===== config.mk =====
export PLATFORM = sky130hd
export DESIGN_NAME = pipeline_exec_controller_flat
export DESIGN_NICKNAME = d
export VERILOG_FILES = /design/src/rtl/pipeline_exec_controller_if.sv /design/src/rtl/pipeline_exec_controller.sv /design/src/flat_wrapper.sv
export SDC_FILE = /design/constraint.sdc
export NUM_CORES = 1
export LEC_CHECK = 0
export CAP_MARGIN = 20
export CORE_UTILIZATION = 45
export DETAILED_ROUTE_END_ITERATION = 10
export MAX_ROUTING_LAYER = met4
export PLACE_DENSITY = 0.87
export SLEW_MARGIN = 40
export SYNTH_ARGS = -nofsm -noshare
export SYNTH_HDL_FRONTEND = slang
export SYNTH_SLANG_ARGS = --single-unit

===== constraint.sdc =====
create_clock -name i_clk -period 5.85 [get_ports i_clk]
set_clock_uncertainty 0.05 [all_clocks]
set_input_delay 0.8775 -clock i_clk [delete_from_list [all_inputs] [get_ports i_clk]]
set_output_delay 0.8775 -clock i_clk [all_outputs]
set_load 0.02 [all_outputs]

===== src/rtl/pipeline_exec_controller_if.sv =====
// pipeline_exec_controller_if: debug command, hazard and pipeline-gating signals of the execution controller
//   slave  (controller): takes i_cmd_valid/i_cmd, i_halt_fetched, i_load_use_hazard, i_branch_taken, i_PC
//                        and drives o_cmd_ready, o_pipe_enable, o_PCwrite, o_IF_ID_write, o_IF_flush,
//                        o_ID_EX_bubble, o_halted, o_cycle_count
//   master (debug unit / pipeline side): the opposite directions
//   PIPE_CTRL_BREAKPOINT_EN adds i_bp_set, i_bp_addr, o_bp_hit
interface pipeline_exec_controller_if #(
    parameter int PC_WIDTH  = 9,
    parameter int CNT_WIDTH = 32
);
    logic                 i_cmd_valid;
    logic [1:0]           i_cmd;
    logic                 o_cmd_ready;
    logic                 i_halt_fetched;
    logic                 i_load_use_hazard;
    logic                 i_branch_taken;
    logic [PC_WIDTH-1:0]  i_PC;
    logic                 o_pipe_enable;
    logic                 o_PCwrite;
    logic                 o_IF_ID_write;
    logic                 o_IF_flush;
    logic                 o_ID_EX_bubble;
    logic                 o_halted;
    logic [CNT_WIDTH-1:0] o_cycle_count;
`ifdef PIPE_CTRL_BREAKPOINT_EN
    logic                 i_bp_set;
    logic [PC_WIDTH-1:0]  i_bp_addr;
    logic                 o_bp_hit;
`endif
    modport master (
`ifdef PIPE_CTRL_BREAKPOINT_EN
        output i_bp_set, i_bp_addr,
        input  o_bp_hit,
`endif
        output i_cmd_valid, i_cmd, i_halt_fetched, i_load_use_hazard, i_branch_taken, i_PC,
        input  o_cmd_ready, o_pipe_enable, o_PCwrite, o_IF_ID_write, o_IF_flush, o_ID_EX_bubble,
               o_halted, o_cycle_count
    );
    modport slave (
`ifdef PIPE_CTRL_BREAKPOINT_EN
        input  i_bp_set, i_bp_addr,
        output o_bp_hit,
`endif
        input  i_cmd_valid, i_cmd, i_halt_fetched, i_load_use_hazard, i_branch_taken, i_PC,
        output o_cmd_ready, o_pipe_enable, o_PCwrite, o_IF_ID_write, o_IF_flush, o_ID_EX_bubble,
               o_halted, o_cycle_count
    );
endinterface


===== src/rtl/pipeline_exec_controller.sv =====
// pipeline_exec_controller: run/step/stop sequencing, stall/flush gating and HALT drain for a 5-stage pipeline
//   i_clk, i_reset : clock and synchronous active-high reset
//   bus (slave)    : debug commands in, hazard/branch/HALT status in, pipeline enables and cycle count out
//   PIPE_CTRL_BREAKPOINT_EN : when defined, adds a PC breakpoint that stops RUN and pulses o_bp_hit
module pipeline_exec_controller #(
    parameter int PC_WIDTH     = 9,
    parameter int CNT_WIDTH    = 32,
    parameter int DRAIN_CYCLES = 4
) (
    input logic                        i_clk,
    input logic                        i_reset,
    pipeline_exec_controller_if.slave  bus
);
    localparam int DW = $clog2(DRAIN_CYCLES + 1);
    localparam logic [1:0] CMD_RUN = 2'b01, CMD_STEP = 2'b10, CMD_STOP = 2'b11;
    typedef enum logic [2:0] {IDLE, RUN, STEP, DRAIN, HALTED} state_t;
    state_t               state_q;
    logic [DW-1:0]        drain_q;
    logic [CNT_WIDTH-1:0] cnt_q, cnt_d;
    logic active, pipe_en, cmd_ready, accept, is_run, is_step, is_stop, halt_entry, stall, bp_hit;
    assign active     = state_q == RUN || state_q == STEP;
    assign pipe_en    = active || state_q == DRAIN;
    assign cmd_ready  = state_q == IDLE || state_q == RUN || state_q == HALTED;
    assign accept     = bus.i_cmd_valid && cmd_ready;
    assign is_run     = accept && bus.i_cmd == CMD_RUN;
    assign is_step    = accept && bus.i_cmd == CMD_STEP;
    assign is_stop    = accept && bus.i_cmd == CMD_STOP;
    assign halt_entry = active && bus.i_halt_fetched;
    assign stall      = pipe_en && bus.i_load_use_hazard;
    assign cnt_d      = &cnt_q ? cnt_q : cnt_q + CNT_WIDTH'(1);
`ifdef PIPE_CTRL_BREAKPOINT_EN
    logic [PC_WIDTH-1:0] bp_addr_q;
    logic                bp_valid_q, was_idle_q;
    // was_idle_q masks the compare in the first RUN cycle so a resumed RUN can step off the breakpoint PC
    assign bp_hit = state_q == RUN && bp_valid_q && !was_idle_q && !halt_entry && bus.i_PC == bp_addr_q;
    assign bus.o_bp_hit = bp_hit;
    always_ff @(posedge i_clk) begin
        if (i_reset) begin
            bp_valid_q <= 1'b0;
            was_idle_q <= 1'b1;
        end else begin
            if (bus.i_bp_set) begin
                bp_addr_q  <= bus.i_bp_addr;
                bp_valid_q <= 1'b1;
            end
            was_idle_q <= state_q == IDLE;
        end
    end
`else
    logic unused_pc;
    assign unused_pc = ^bus.i_PC;
    assign bp_hit    = 1'b0;
`endif
    assign bus.o_cmd_ready    = cmd_ready;
    assign bus.o_pipe_enable  = pipe_en;
    assign bus.o_PCwrite      = active && !halt_entry && !stall && !bp_hit;
    assign bus.o_IF_ID_write  = active && !halt_entry && !stall && !bp_hit;
    // during DRAIN the flush keeps HALT and everything fetched after it out of ID
    assign bus.o_IF_flush     = state_q == DRAIN || (active && !stall && bus.i_branch_taken);
    assign bus.o_ID_EX_bubble = stall;
    assign bus.o_halted       = state_q == HALTED;
    assign bus.o_cycle_count  = cnt_q;
    always_ff @(posedge i_clk) begin
        if (i_reset) begin
            state_q <= IDLE;
            drain_q <= '0;
            cnt_q   <= '0;
        end else begin
            if (pipe_en) cnt_q <= cnt_d;
            case (state_q)
                IDLE: state_q <= is_run ? RUN : is_step ? STEP : IDLE;
                RUN, STEP: begin
                    if (halt_entry) begin
                        state_q <= DRAIN;
                        drain_q <= DW'(DRAIN_CYCLES);
                    end else if (state_q == STEP || is_stop || bp_hit) begin
                        state_q <= IDLE;
                    end
                end
                DRAIN: begin
                    drain_q <= drain_q - DW'(1);
                    if (drain_q <= DW'(1)) state_q <= HALTED;
                end
                HALTED: begin
                    if (is_stop) begin
                        state_q <= IDLE;
                        cnt_q   <= '0;
                    end
                end
                default: state_q <= IDLE;
            endcase
        end
    end
endmodule


===== src/flat_wrapper.sv =====
// flat-port wrapper written by rule: the top's interface ports become plain ports
module pipeline_exec_controller_flat 
#(
    parameter int PC_WIDTH     = 9,
    parameter int CNT_WIDTH    = 32,
    parameter int DRAIN_CYCLES = 4
)
  (i_clk, i_reset, bus_i_cmd_valid, bus_i_cmd, bus_i_halt_fetched, bus_i_load_use_hazard, bus_i_branch_taken, bus_i_PC, bus_o_cmd_ready, bus_o_pipe_enable, bus_o_PCwrite, bus_o_IF_ID_write, bus_o_IF_flush, bus_o_ID_EX_bubble, bus_o_halted, bus_o_cycle_count);
  pipeline_exec_controller_if #(.PC_WIDTH(PC_WIDTH), .CNT_WIDTH(CNT_WIDTH)) bus_i ();
  input logic i_clk;
  input logic i_reset;
  input wire logic [$bits(bus_i.i_cmd_valid)-1:0] bus_i_cmd_valid;
  input wire logic [$bits(bus_i.i_cmd)-1:0] bus_i_cmd;
  input wire logic [$bits(bus_i.i_halt_fetched)-1:0] bus_i_halt_fetched;
  input wire logic [$bits(bus_i.i_load_use_hazard)-1:0] bus_i_load_use_hazard;
  input wire logic [$bits(bus_i.i_branch_taken)-1:0] bus_i_branch_taken;
  input wire logic [$bits(bus_i.i_PC)-1:0] bus_i_PC;
  output wire logic [$bits(bus_i.o_cmd_ready)-1:0] bus_o_cmd_ready;
  output wire logic [$bits(bus_i.o_pipe_enable)-1:0] bus_o_pipe_enable;
  output wire logic [$bits(bus_i.o_PCwrite)-1:0] bus_o_PCwrite;
  output wire logic [$bits(bus_i.o_IF_ID_write)-1:0] bus_o_IF_ID_write;
  output wire logic [$bits(bus_i.o_IF_flush)-1:0] bus_o_IF_flush;
  output wire logic [$bits(bus_i.o_ID_EX_bubble)-1:0] bus_o_ID_EX_bubble;
  output wire logic [$bits(bus_i.o_halted)-1:0] bus_o_halted;
  output wire logic [$bits(bus_i.o_cycle_count)-1:0] bus_o_cycle_count;
  assign bus_i.i_cmd_valid = bus_i_cmd_valid;
  assign bus_i.i_cmd = bus_i_cmd;
  assign bus_i.i_halt_fetched = bus_i_halt_fetched;
  assign bus_i.i_load_use_hazard = bus_i_load_use_hazard;
  assign bus_i.i_branch_taken = bus_i_branch_taken;
  assign bus_i.i_PC = bus_i_PC;
  assign bus_o_cmd_ready = bus_i.o_cmd_ready;
  assign bus_o_pipe_enable = bus_i.o_pipe_enable;
  assign bus_o_PCwrite = bus_i.o_PCwrite;
  assign bus_o_IF_ID_write = bus_i.o_IF_ID_write;
  assign bus_o_IF_flush = bus_i.o_IF_flush;
  assign bus_o_ID_EX_bubble = bus_i.o_ID_EX_bubble;
  assign bus_o_halted = bus_i.o_halted;
  assign bus_o_cycle_count = bus_i.o_cycle_count;
  pipeline_exec_controller #(.PC_WIDTH(PC_WIDTH), .CNT_WIDTH(CNT_WIDTH), .DRAIN_CYCLES(DRAIN_CYCLES)) u_core (.i_clk(i_clk), .i_reset(i_reset), .bus(bus_i));
endmodule

After elaboration in Yosys (flattened, before gate mapping)
Cells that the tools add are included.
{"block": "classes", "addsub": 2, "n_mux": 13, "n_eq_ne": 11, "reduce_logical": 24, "n_lt_le_gt_ge": 1}
{"op": "32-bit 2-to-1 mux", "count": 4}
{"op": "32-bit by 1-bit adder with 32-bit output, second input constant", "count": 1}
{"op": "32-bit AND reduction", "count": 1}
{"op": "3-bit 2-to-1 mux", "count": 6}
{"op": "3-bit case mux with 4 select lines", "count": 1}
{"op": "1-bit logical AND", "count": 10}
{"op": "3-bit by 2-bit equality test with 1-bit output, second input constant", "count": 2}
{"op": "1-bit logical OR", "count": 6}
{"op": "3-bit case mux with 2 select lines", "count": 1}
{"op": "2-bit equality test, second input constant", "count": 2}
{"op": "2-bit by 1-bit != test with 1-bit output, second input constant", "count": 2}
{"op": "3-bit by 1-bit equality test with 1-bit output, second input constant", "count": 1}
{"op": "3-bit equality test, second input constant", "count": 1}
{"op": "3-bit by 1-bit less-or-equal comparator with 1-bit output, second input constant", "count": 1}
{"op": "3-bit logical NOT", "count": 1}
{"op": "3-bit by 1-bit != test with 1-bit output, second input constant", "count": 1}
{"op": "3-bit AND reduction", "count": 1}
{"op": "3-bit by 1-bit subtractor with 3-bit output, second input constant", "count": 1}
{"op": "2-bit by 1-bit equality test with 1-bit output, second input constant", "count": 1}
{"op": "1-bit logical NOT", "count": 2}
{"op": "2-bit 2-to-1 mux", "count": 1}
{"op": "2-bit != test, second input constant", "count": 1}
{"op": "2-bit AND reduction", "count": 1}
{"op": "2-bit nonzero test", "count": 1}
{"op": "2-bit OR reduction", "count": 1}
{"block": "totals", "output_inout_bits": 39, "ff_bits": 38, "in_bits": 17}

Logic depth before layout (Yosys ltp)
Gate-level depths: netlist of the first run.
{"block": "logic_depth", "word_depth": 9, "mapped_depth": 7, "ltp_nobuf": 7}

Least setup slack after synthesis of the first run
No wires, ideal clock.
{"block": "synth_path", "path_type": "input to output", "startpoint": "input bus_i_halt_fetched", "endpoint": "output bus_o_PCwrite", "path_stages": 2, "arrival_ns": 1.936, "slack_ns": 2.987, "cell_sequence": "nor4_1 -> buf_4"}
{"block": "synth_via", "elab_chain_cells": 4}
{"item": "start: declaration", "line": "flat_wrapper.sv:14", "text": "input wire logic [$bits(bus_i.i_halt_fetched)-1:0] bus_i_halt_fetched;"}
{"item": "1-bit logical AND", "line": "pipeline_exec_controller.sv:28", "text": "assign halt_entry = active && bus.i_halt_fetched;"}
{"item": "1-bit logical NOT", "line": "pipeline_exec_controller.sv:56", "text": "assign bus.o_PCwrite = active && !halt_entry && !stall && !bp_hit;"}
{"item": "1-bit logical AND (2 in a row)", "line": "pipeline_exec_controller.sv:56"}
{"item": "end: declaration", "line": "flat_wrapper.sv:20", "text": "output wire logic [$bits(bus_i.o_PCwrite)-1:0] bus_o_PCwrite;"}
Every way passes these cells.

Final worst setup path of the first run
{"block": "layout_path", "startpoint": "input bus_i_halt_fetched", "endpoint": "output bus_o_IF_ID_write"}
{"block": "layout_via", "elab_chain_cells": 4}
{"item": "1-bit logical AND", "line": "pipeline_exec_controller.sv:28"}
{"item": "1-bit logical NOT", "line": "pipeline_exec_controller.sv:57", "text": "assign bus.o_IF_ID_write = active && !halt_entry && !stall && !bp_hit;"}
{"item": "1-bit logical AND (2 in a row)", "line": "pipeline_exec_controller.sv:57"}
{"item": "end: declaration", "line": "flat_wrapper.sv:21", "text": "output wire logic [$bits(bus_i.o_IF_ID_write)-1:0] bus_o_IF_ID_write;"}
Every way passes these cells.

==> results.md, run 1 <==
- Final setup violating endpoints: 0
- Worst Tran Pin Value: slightly above 0.6 ns
- Critical Path Start Type: input port
- Port Buffers: 46
- Ant diodes: 0
- Synth Net Count: 270
- Max IR drop VDD: between 0.1 and 0.15 mV
- Routed wire length: 5.02 mm
- Via count: 2027
- MaxCap Viol Count: 0
- Kind of critical path: in2out
- Endpoint class of the critical path: output port
- Setup TNS: 0 ns
- Fill count: 384
- Via/cell ratio: 5.88
- Post-CTS Setup Inserts: 0
- Io pins: 56
- Top cells by area, synth: dfxtp_1 (35%), xnor2_1 (12%), nor2_1 (6.7%)
- Fmax: 299 MHz
- PwrDens: 211 mW/mm^2
- Final #Nets: 312
- Core area: 0.00450 mm^2
- Post-CTS Resized: 0
- Initial DRC Count: 146
- Congestion Overflow GR: 0
- Post-synth top area share: 35.0%
- Arr. time, crit path: 2.42 ns
- CP startpoint: bus_i_halt_fetched
- Most common cell in the synthesized netlist: nor2_1
- CTS tree: done
- Initial Util: 48.3%
- Hold Buf Count CTS: 0
- Register area share after synthesis: 35.0%
- Worst Path Max Fanout: 5
- TritonRoute pass-1 iters: 4
- Total die area: 0.00511 mm^2
- Ys Warns: 0
- Final worst-path cycle share: 57.2%
- Layout Cells excl Fill: 345
- DP HPWL: 3.60 mm
- Vias in the first global route: between 1500 and 2000
- Routability cong.: 0.814
- H-tree lvl count: 2
- Pin count of the biggest net entering global routing: 34
- Synth cell types: 44
- Initial antenna violation count: 0
- R2R Path End: u_core.bus.o_cycle_count[18]
- Most frequent cells after synthesis: nor2_1 (39), dfxtp_1 (38), xnor2_1 (29)
- Rel. slew slack: ~57%
- Crit path time final: 3.35 ns
- Critical Path Sink: bus_o_IF_ID_write
- EDFF count, synth: 0
- Syn-to-layout area delta: 27.7%
- Leading register cell type out of synthesis: dfxtp_1
- Unrepaired setup endpoints after global routing: no
- Total GRT Usage: 22.3%
- Layout cell share with drive strength beyond 1: 10.2%
- Antenna-violating nets left: 0
- R2R depth: 6
- Fin. max-slew vios: 0
- Ys async rst share: 0%
- Clock slew at reported path FFs: around 0.07 ns
- Max Buffers Root-to-Sink: 2
- Lkg Pwr: 0.841 nW
- HP Class: reg2reg
- Post-Syn Area: 0.00217 mm^2
- Cell taking the most area after synthesis: dfxtp_1
- Worst Path Required: 4.92 ns
- First-pass GRT wire length: 8.71 mm
- # DRC: 0
- Die Ht: 71.5 um
- Post-Syn Instances: 250
- Synth Register Bits: 38
- Clk root buf: clkbuf_8
- Outcome: finished clean
- Worst-Skew Late Latency: 0.30 ns
- Site Rows: 24
- Die width: 71.5 um
- Per-cell routed wire length: roughly 15 um
- RR Startpoint: u_core.state_q[1]
- Syn_area_per_cell: between 8 and 9 um^2
- Fin. Hold Viols: 0
- Setup slack, reg-to-reg: 3.21 ns
- Placed cells: 336
- Total CTS buffers: 5
- Clk sinks: 38
==> cell type report <==
type / count / area, um^2 / share of cell area [%]
repair buffers: 50 / 490 / 17.7
clock buffers: 5 / 68.8 / 2.48
multi-input cells: 188 / 1310 / 47.3
clock inverters: 3 / 45.0 / 1.62
inverters: 9 / 33.8 / 1.22
well taps: 52 / 65.1 / 2.34
flip-flops and latches: 38 / 761 / 27.4
==> metrics by stage <==
step | hold slack (ns) | worst slack [ns] | power [mW] | area, um^2 | utilization, %
final | 0.483 | 2.50 | 0.586 | 2780 | 61.7
after global routing | 0.515 | 2.41 | 0.613 | 2780 | 61.7
after CTS | 0.485 | 2.51 | 0.590 | 2770 | 61.5
after detailed placement | 0.469 | 2.50 | 0.367 | 2660 | 59.0
after global placement | 0.460 | 2.55 | 0.364 | 2660 | 58.9
after floorplan | 0.431 | 2.99 | 0.333 | 2170 | -
==> cells in the final DEF (no fill, tap or decap), types with 3 or more instances in the layout <==
cell	synthesis	final
or4_1	3	3
nand4_1	16	16
ha_1	3	3
and3_1	4	4
nor4_1	4	4
a2111oi_0	4	4
clkbuf_8	0	5
clkdlybuf4s50_1	0	46
nand2_1	10	10
nor3_1	5	5
dfxtp_1	38	38
xnor2_1	29	29
inv_1	9	9
a2111oi_2	7	7
nand3_1	8	8
a211oi_1	9	9
buf_4	2	4
nor2_1	39	39
nand2b_1	3	3
a21oi_1	9	9
and4_1	3	3
nand3b_1	3	3
==> critical path, stage by stage <==
cell	delay, ns
clkdlybuf4s50_1	0.49
nor4_1	0.37
clkdlybuf4s50_1	0.68
==> cells by family (layout without fill, tap and decap cells) <==
group | count (synthesis) | count (layout) | share of synthesized area, %
AO/OA/AOI/OAI | 45 | 45 | 18.8
XOR/XNOR | 29 | 29 | 11.7
adder cells (fa/ha/maj) | 3 | 3 | 1.73
buffers and inverters | 24 | 67 | 5.06
flip-flops | 38 | 38 | 35.0
multiplexers | 2 | 2 | 0.921
AND/OR/NAND/NOR | 109 | 109 | 26.9
==> sequential cells by signal, indices dropped and copies added, names as in the netlist <==
name                      cells
u_core.state_q                3
u_core.drain_q                3
u_core.bus.o_cycle_count     32
==> worst min path at each step <==
stage	startpoint	endpoint	slack [ns]	cells after the start
CTS	u_core.drain_q[1]	u_core.drain_q[1]	0.48	2
detailed placement	u_core.drain_q[1]	u_core.drain_q[1]	0.47	2
global route	u_core.drain_q[1]	u_core.drain_q[1]	0.52	2
floorplan	u_core.drain_q[1]	u_core.drain_q[1]	0.43	2
global placement	u_core.drain_q[1]	u_core.drain_q[1]	0.46	2
finish	u_core.drain_q[1]	u_core.drain_q[1]	0.48	2
==> power breakdown <==
part / internal (mW) / switching [mW] / total [mW]
Clock: 0.127 / 0.0974 / 0.224
Sequential: 0.264 / 0.0118 / 0.276
Combinational: 0.0369 / 0.0482 / 0.0851
==> routing by layer <==
layer	track usage, %	wire, um	share of wire (%)	vias up
li1	-	-	-	1007
met1	29.4	2340	47	959
met2	33.4	2360	47	53
met3	4.22	205	4.1	8
met4	9.59	110	2.2	0
met5	-	0	0	-
(Power assumes the default switching activity.)
==> inputs of run 2 (changes only) <==
- clock period: 5.85 -> 3.1 ns (I/O delays scaled with it)
==> run 2 against run 1 <==
First-iteration DRC count down 0.68%; critical path depth up 1; final area up 2.4%; non-clock buffer count up 3; combinational power up 100%; critical path type is now reg2out.
==> results.md, run 2 (synthesis gave the netlist of run 1 again) <==
- Critical Path Start Type: flip-flop
- Combinational share of power: 14.3% (-0.2 points)
- HP Class: reg2reg
- Via/cell ratio: 6.08 (+3.4%)
- PwrDens: 429 mW/mm^2 (+100%)
- Final worst-path cycle share: a little over four fifths
- Initial antenna violation count: 0 (unchanged)
- Fill count: 391 (+1.8%)
- Crit path time final: 2.60 ns
- Initial DRC Count: 145 (-0.68%)
- Clk root buf: clkbuf_8
- M2 GR Usage: 36.7% (+3.3 points)
- Most common cell after layout, fill and taps aside: clkdlybuf4s50_1
- Rel. slew slack: 59.4% (+2.0 points)
- Core area: 0.00450 mm^2 (unchanged)
- Setup TNS: 0 ns (unchanged)
- Kind of critical path: reg2out
- Arr. time, crit path: 2.09 ns (-0.33 ns)
- Via count: 2115 (+4.3%)
- Met1 Usage GRT: 28.7% (-0.68 points)
- WHS: 0.504 ns (+0.0218 ns)
- Int Power: 916 uW (+110%)
- Post-CTS Setup Inserts: 0 (unchanged)
- Gr busiest metal: met2
- TritonRoute pass-1 iters: 4 (unchanged)
- Post-CTS Resized: 0 (unchanged)
- Worst Tran Pin Value: 0.605 ns (-0.0186 ns)
- Clk sinks: 38 (unchanged)
- CTS tree: done
- Worst Path Max Fanout: 12 (+7)
- Site Rows: 24 (unchanged)
- Total GRT Usage: 23.3% (+1.1 points)
- Io pins: 56 (unchanged)
- Fmax: 385 MHz
- Final setup violating endpoints: 0 (unchanged)
- Part of the power in registers: 42.4% (-4.8 points)
- Ant diodes: 0 (unchanged)
- Hold Buf Count CTS: 0 (unchanged)
- Max IR drop VDD: 0.237 mV (+71%)
- Congestion Overflow GR: 0 (unchanged)
- Total CTS buffers: 5 (unchanged)
- Fin. Hold Viols: 0 (unchanged)
- Crit-path max cell delay: 0.53 ns (-0.15 ns)
- # DRC: 0 (unchanged)
- Routed wire length: 5.45 mm (+8.6%)
- Per-cell routed wire length: 15.7 um (+7.6%)
- Worst Path Required: 2.58 ns (-2.34 ns)
- Die width: 71.5 um (unchanged)
- MaxCap Viol Count: 0 (unchanged)
- Endpoint class of the critical path: output port
- Psw: 302 uW (+92%)
- Vias in the first global route: 1962 (+6.3%)
- Met3 Use GR: 4.92% (+0.70 points)
- CP Cell Sequence: o21bai_2, buf_4, nor2_1, clkdlybuf4s50_1
- DP HPWL: 3.76 mm (+4.4%)
- Commonest cells after routing, fill and taps aside: clkdlybuf4s50_1 (46), nor2_1 (39), dfxtp_1 (38)
- Port Buffers: 46 (unchanged)
- Worst-Skew Late Latency: 0.30 ns (about the same)
- Initial Util: 48.3% (unchanged)
- Total die area: 0.00511 mm^2 (unchanged)
- Unrepaired setup endpoints after global routing: no
- Crit path max-delay cell type: clkdlybuf4s50_1
- Largest register FFs: 32 (unchanged)
- Syn-to-layout area delta: 30.8%
- Clock power frac: 43.3% (+5.0 points)
- Layout cell share with drive strength beyond 1: 11.1% (+0.91 points)
- Final #Nets: 315 (+0.96%)
- Die Ht: 71.5 um (unchanged)
- Lkg Pwr: 0.882 nW (+5.0%)
- Power Total: 1.22 mW (+110%)
- Routability cong.: 0.817 (+0.43%)
- H-tree lvl count: 2 (unchanged)
- Fin. max-slew vios: 0 (unchanged)
- Pin count of the biggest net entering global routing: 21 (-38%)
- Clock slew at reported path FFs: 0.07 ns (about the same)
- Max Buffers Root-to-Sink: 2 (unchanged)
- Outcome: finished clean
- Antenna-violating nets left: 0 (unchanged)
- Sw Ratio: 24.8% (-2.1 points)
- First-pass GRT wire length: 9.03 mm (+3.7%)
-- run 2: changes by cell type in the layout (fill, tap and decap cells not counted) --
| cell | change |
|---|---|
| clkbuf_8 | +1 |
| buf_4 | +2 |
| o21bai_1 | -1 |
| a41o_1 | +1 |
| clkinvlp_4 | -2 |
| buf_12 | +1 |
| a41o_2 | -1 |
| bufinv_16 | +1 |
| o21bai_2 | +1 |
-- run 2: critical path: cells and delay by family, from the launching register on --
family                 cells  cell delay, ns
flip-flops                 1            0.44
buffers and inverters      2            0.81
AND/OR/NAND/NOR            1            0.05
AO/OA/AOI/OAI              1            0.48
-- run 2: worst paths after layout --
| kind | from | end | slack, ns | depth (start not counted) |
|---|---|---|---|---|
| worst max-delay path | u_core.state_q[0] | bus_o_ID_EX_bubble | 0.50 | 4 |
| worst min-delay path | u_core.drain_q[2] | u_core.drain_q[2] | 0.50 | 2 |
| worst max register to register | u_core.bus.o_cycle_count[5] | u_core.bus.o_cycle_count[29] | 0.68 | 5 |
| worst min register to register | u_core.drain_q[2] | u_core.drain_q[2] | 0.50 | 2 |
-- run 2: power groups by stage --
stage	registers (mW)	clock network (mW)	logic (mW)
2_1_floorplan	0.527	0	0.102
3_3_place_gp	0.527	0	0.167
3_5_place_dp	0.527	0	0.172
4_1_cts	0.516	0.534	0.174
5_1_grt	0.519	0.561	0.187
6_report	0.517	0.527	0.174
-- run 2: metal layers --
layer	wire length (um)	part of all wire, %
met1	2450	45
met4	116	2.1
met5	0	0
met3	232	4.3
met2	2650	49
-- run 2: metrics by stage --
stage	worst slack, ns	cell area (um^2)	utilization [%]	std cells
CTS	0.186	2840	63.1	348
global placement	0.554	2700	59.9	340
floorplan	0.856	2170	-	250
finish	0.499	2840	63.1	348
detailed placement	0.529	2700	59.9	340
global route	0.352	2840	63.1	348
-- run 2: final cells by class --
cell class / count / area (um^2) / area share (%)
clock inverters: 2 / 60.1 / 2.11
inverters: 9 / 33.8 / 1.19
clock buffers: 6 / 82.6 / 2.90
well taps: 52 / 65.1 / 2.29
repair buffers: 53 / 526 / 18.5
flip-flops and latches: 38 / 761 / 26.7
multi-input cells: 188 / 1320 / 46.3
==> inputs of run 3 (changes only) <==
- clock period: 3.1 -> 2.41 ns (I/O delays scaled with it)
==> run 3 against run 2 <==
Register-to-register slack lost 0.46 ns; die area unchanged; final area up 1.6%; critical path depth did not move; via count shrank 3.1%; global-route usage decreased by 0.59 points; worst hold slack worse by 0.018 ns; cell count increased by 3.2%; clock power decreased by 20%; critical path type unchanged; critical endpoint is now bus_o_PCwrite.
==> results.md, run 3 (synthesis gave the netlist of run 1 again) <==
- Fill count: 378 (-3.3%)
- PwrDens: 456 mW/mm^2 (+6.4%)
- Crit path time final: 2.24 ns
- Placed cells: 353 (+3.8%)
- Io pins: 56 (unchanged)
- DP HPWL: 3.75 mm (-0.23%)
- MaxCap Viol Count: 0 (unchanged)
- Via count: 2049 (-3.1%)
- Worst-Skew Late Latency: 0.29 ns (about the same)
- Post-CTS Resized: 0 (unchanged)
- Syn-to-layout area delta: 32.9%
- Final #Nets: 328 (+4.1%)
- Final worst-path cycle share: between 90% and 100%
- Part of the power in registers: 49.9% (+7.5 points)
- Clock power frac: 31.9% (-11 points)
- # DRC: 0 (unchanged)
- Outcome: finished clean
- Kind of critical path: reg2out
- CTS tree: done
- Psw: 350 uW (+16%)
- Initial antenna violation count: 0 (unchanged)
- Int Power: 967 uW (+5.6%)
- Congestion Overflow GR: 0 (unchanged)
- Hold path depth: 2 (unchanged)
- Arr. time, crit path: 1.83 ns (-0.26 ns)
- Site Rows: 24 (unchanged)
- Ant diodes: 0 (unchanged)
- Worst Path Required: 2.00 ns (-0.58 ns)
- Core area: 0.00450 mm^2 (unchanged)
- Layout Cells excl Fill: 359 (+3.2%)
- HP Class: reg2reg
- Hold Buf Count CTS: 0 (unchanged)
- Clock slew at reported path FFs: 0.07 ns (about the same)
- Endpoint class of the critical path: output port
- Unrepaired setup endpoints after global routing: no
- Worst Path Max Fanout: 13 (+1)
- Routed wire length: 5.20 mm (-4.6%)
- Pin count of the biggest net entering global routing: 34 (+62%)
- Total CTS buffers: 5 (unchanged)
- Layout cell share with drive strength beyond 1: 14.0% (+2.9 points)
- Post-CTS Setup Inserts: 0 (unchanged)
- Initial DRC Count: 134 (-7.6%)
- Most common cell after layout, fill and taps aside: clkdlybuf4s50_1
- Max Buffers Root-to-Sink: 2 (unchanged)
- Total die area: 0.00511 mm^2 (unchanged)
- Clk root buf: clkbuf_8
- Antenna-violating nets left: 0 (unchanged)
- Placement-stage cell area: 0.00281 mm^2 (+4.1%)
- Port Buffers: 46 (unchanged)
- Critical Path Start Type: flip-flop
- Design area: 0.00289 mm^2 (+1.6%)
- Power Total: 1.32 mW (+8.1%)
- H-tree lvl count: 2 (unchanged)
- R2R depth: 5 (unchanged)
- Rel. slew slack: 49.8% (-9.6 points)
- Fin. Hold Viols: 0 (unchanged)
- Combinational share of power: 18.2% (+3.9 points)
- WHS: 0.487 ns (-0.0177 ns)
- Initial Util: 48.3% (unchanged)
- Via/cell ratio: 5.71 (-6.1%)
- Fmax: 446 MHz
- Lkg Pwr: 0.923 nW (+4.6%)
- Clk sinks: 38 (unchanged)
- Max IR drop VDD: 0.334 mV (+41%)
- Final setup violating endpoints: 0 (unchanged)
- Fin. max-slew vios: 0 (unchanged)
- TritonRoute pass-1 iters: 4 (unchanged)
- Vias in the first global route: 1961 (-0.051%)
- Largest register FFs: 32 (unchanged)
- Commonest cells after routing, fill and taps aside: clkdlybuf4s50_1 (46), nor2_1 (39), dfxtp_1 (38)
- Worst Tran Pin Value: 0.734 ns (+0.129 ns)
- First-pass GRT wire length: 8.95 mm (-0.92%)
- Routability cong.: 0.825 (+1.0%)
- Sw Ratio: 26.6% (+1.8 points)
- Die Ht: 71.5 um (unchanged)
- Setup TNS: 0 ns (unchanged)
- Total GRT Usage: 22.7% (-0.59 points)
- Per-cell routed wire length: 14.5 um (-7.5%)
- Die width: 71.5 um (unchanged)
run 3: cell types whose count changed in the layout (fill, tap and decap cells not counted), sizes merged:
cell / change
buf: +13
bufinv: -2
run 3: metrics by stage:
step | setup WS (ns) | utilization (%)
global route | 0.0908 | 64.2
CTS | 0.164 | 64.2
finish | 0.166 | 64.2
global placement | 0.229 | 62.3
floorplan | 0.166 | -
detailed placement | 0.193 | 62.3
run 3: final cells by class:
type                       count  area [um^2]  area share (%)
multi-input combinational    188         1310            45.4
sequential                    38          761            26.3
timing repair buffer          66          636            22.0
clock buffer                   6         82.6            2.86
tap                           52         65.1            2.25
inverter                       9         33.8            1.17
run 3: worst max-delay path, stage by stage, from the launching register on:
cell and delay, ns:
dfxtp_1 0.31, buf_4 0.17, xnor2_1 0.13, nor4_1 0.25, clkdlybuf4s50_1 0.67
run 3: worst paths after layout:
check / start / slack (ns) / end
max: u_core.state_q[1] / 0.17 / bus_o_PCwrite
max reg2reg: u_core.bus.o_cycle_count[8] / 0.22 / u_core.bus.o_cycle_count[28]
min reg2reg: u_core.drain_q[1] / 0.49 / u_core.drain_q[1]
min: u_core.drain_q[1] / 0.49 / u_core.drain_q[1]
run 3: power by group through the flow:
stage	combinational [mW]	clock, mW	sequential [mW]
after floorplan	0.131	0	0.678
after global placement	0.234	0	0.670
after detailed placement	0.239	0	0.671
after CTS	0.240	0.431	0.657
after global routing	0.256	0.460	0.659
final	0.240	0.420	0.658
run 3: layer usage:
layer  GRT usage (%)  up-vias  wire [um]
li1                -     1028          -
met1            29.4      968       2450
met2            36.1       45       2500
met3            4.08        8        175
met4            7.63        0         79
met5               -        -          0
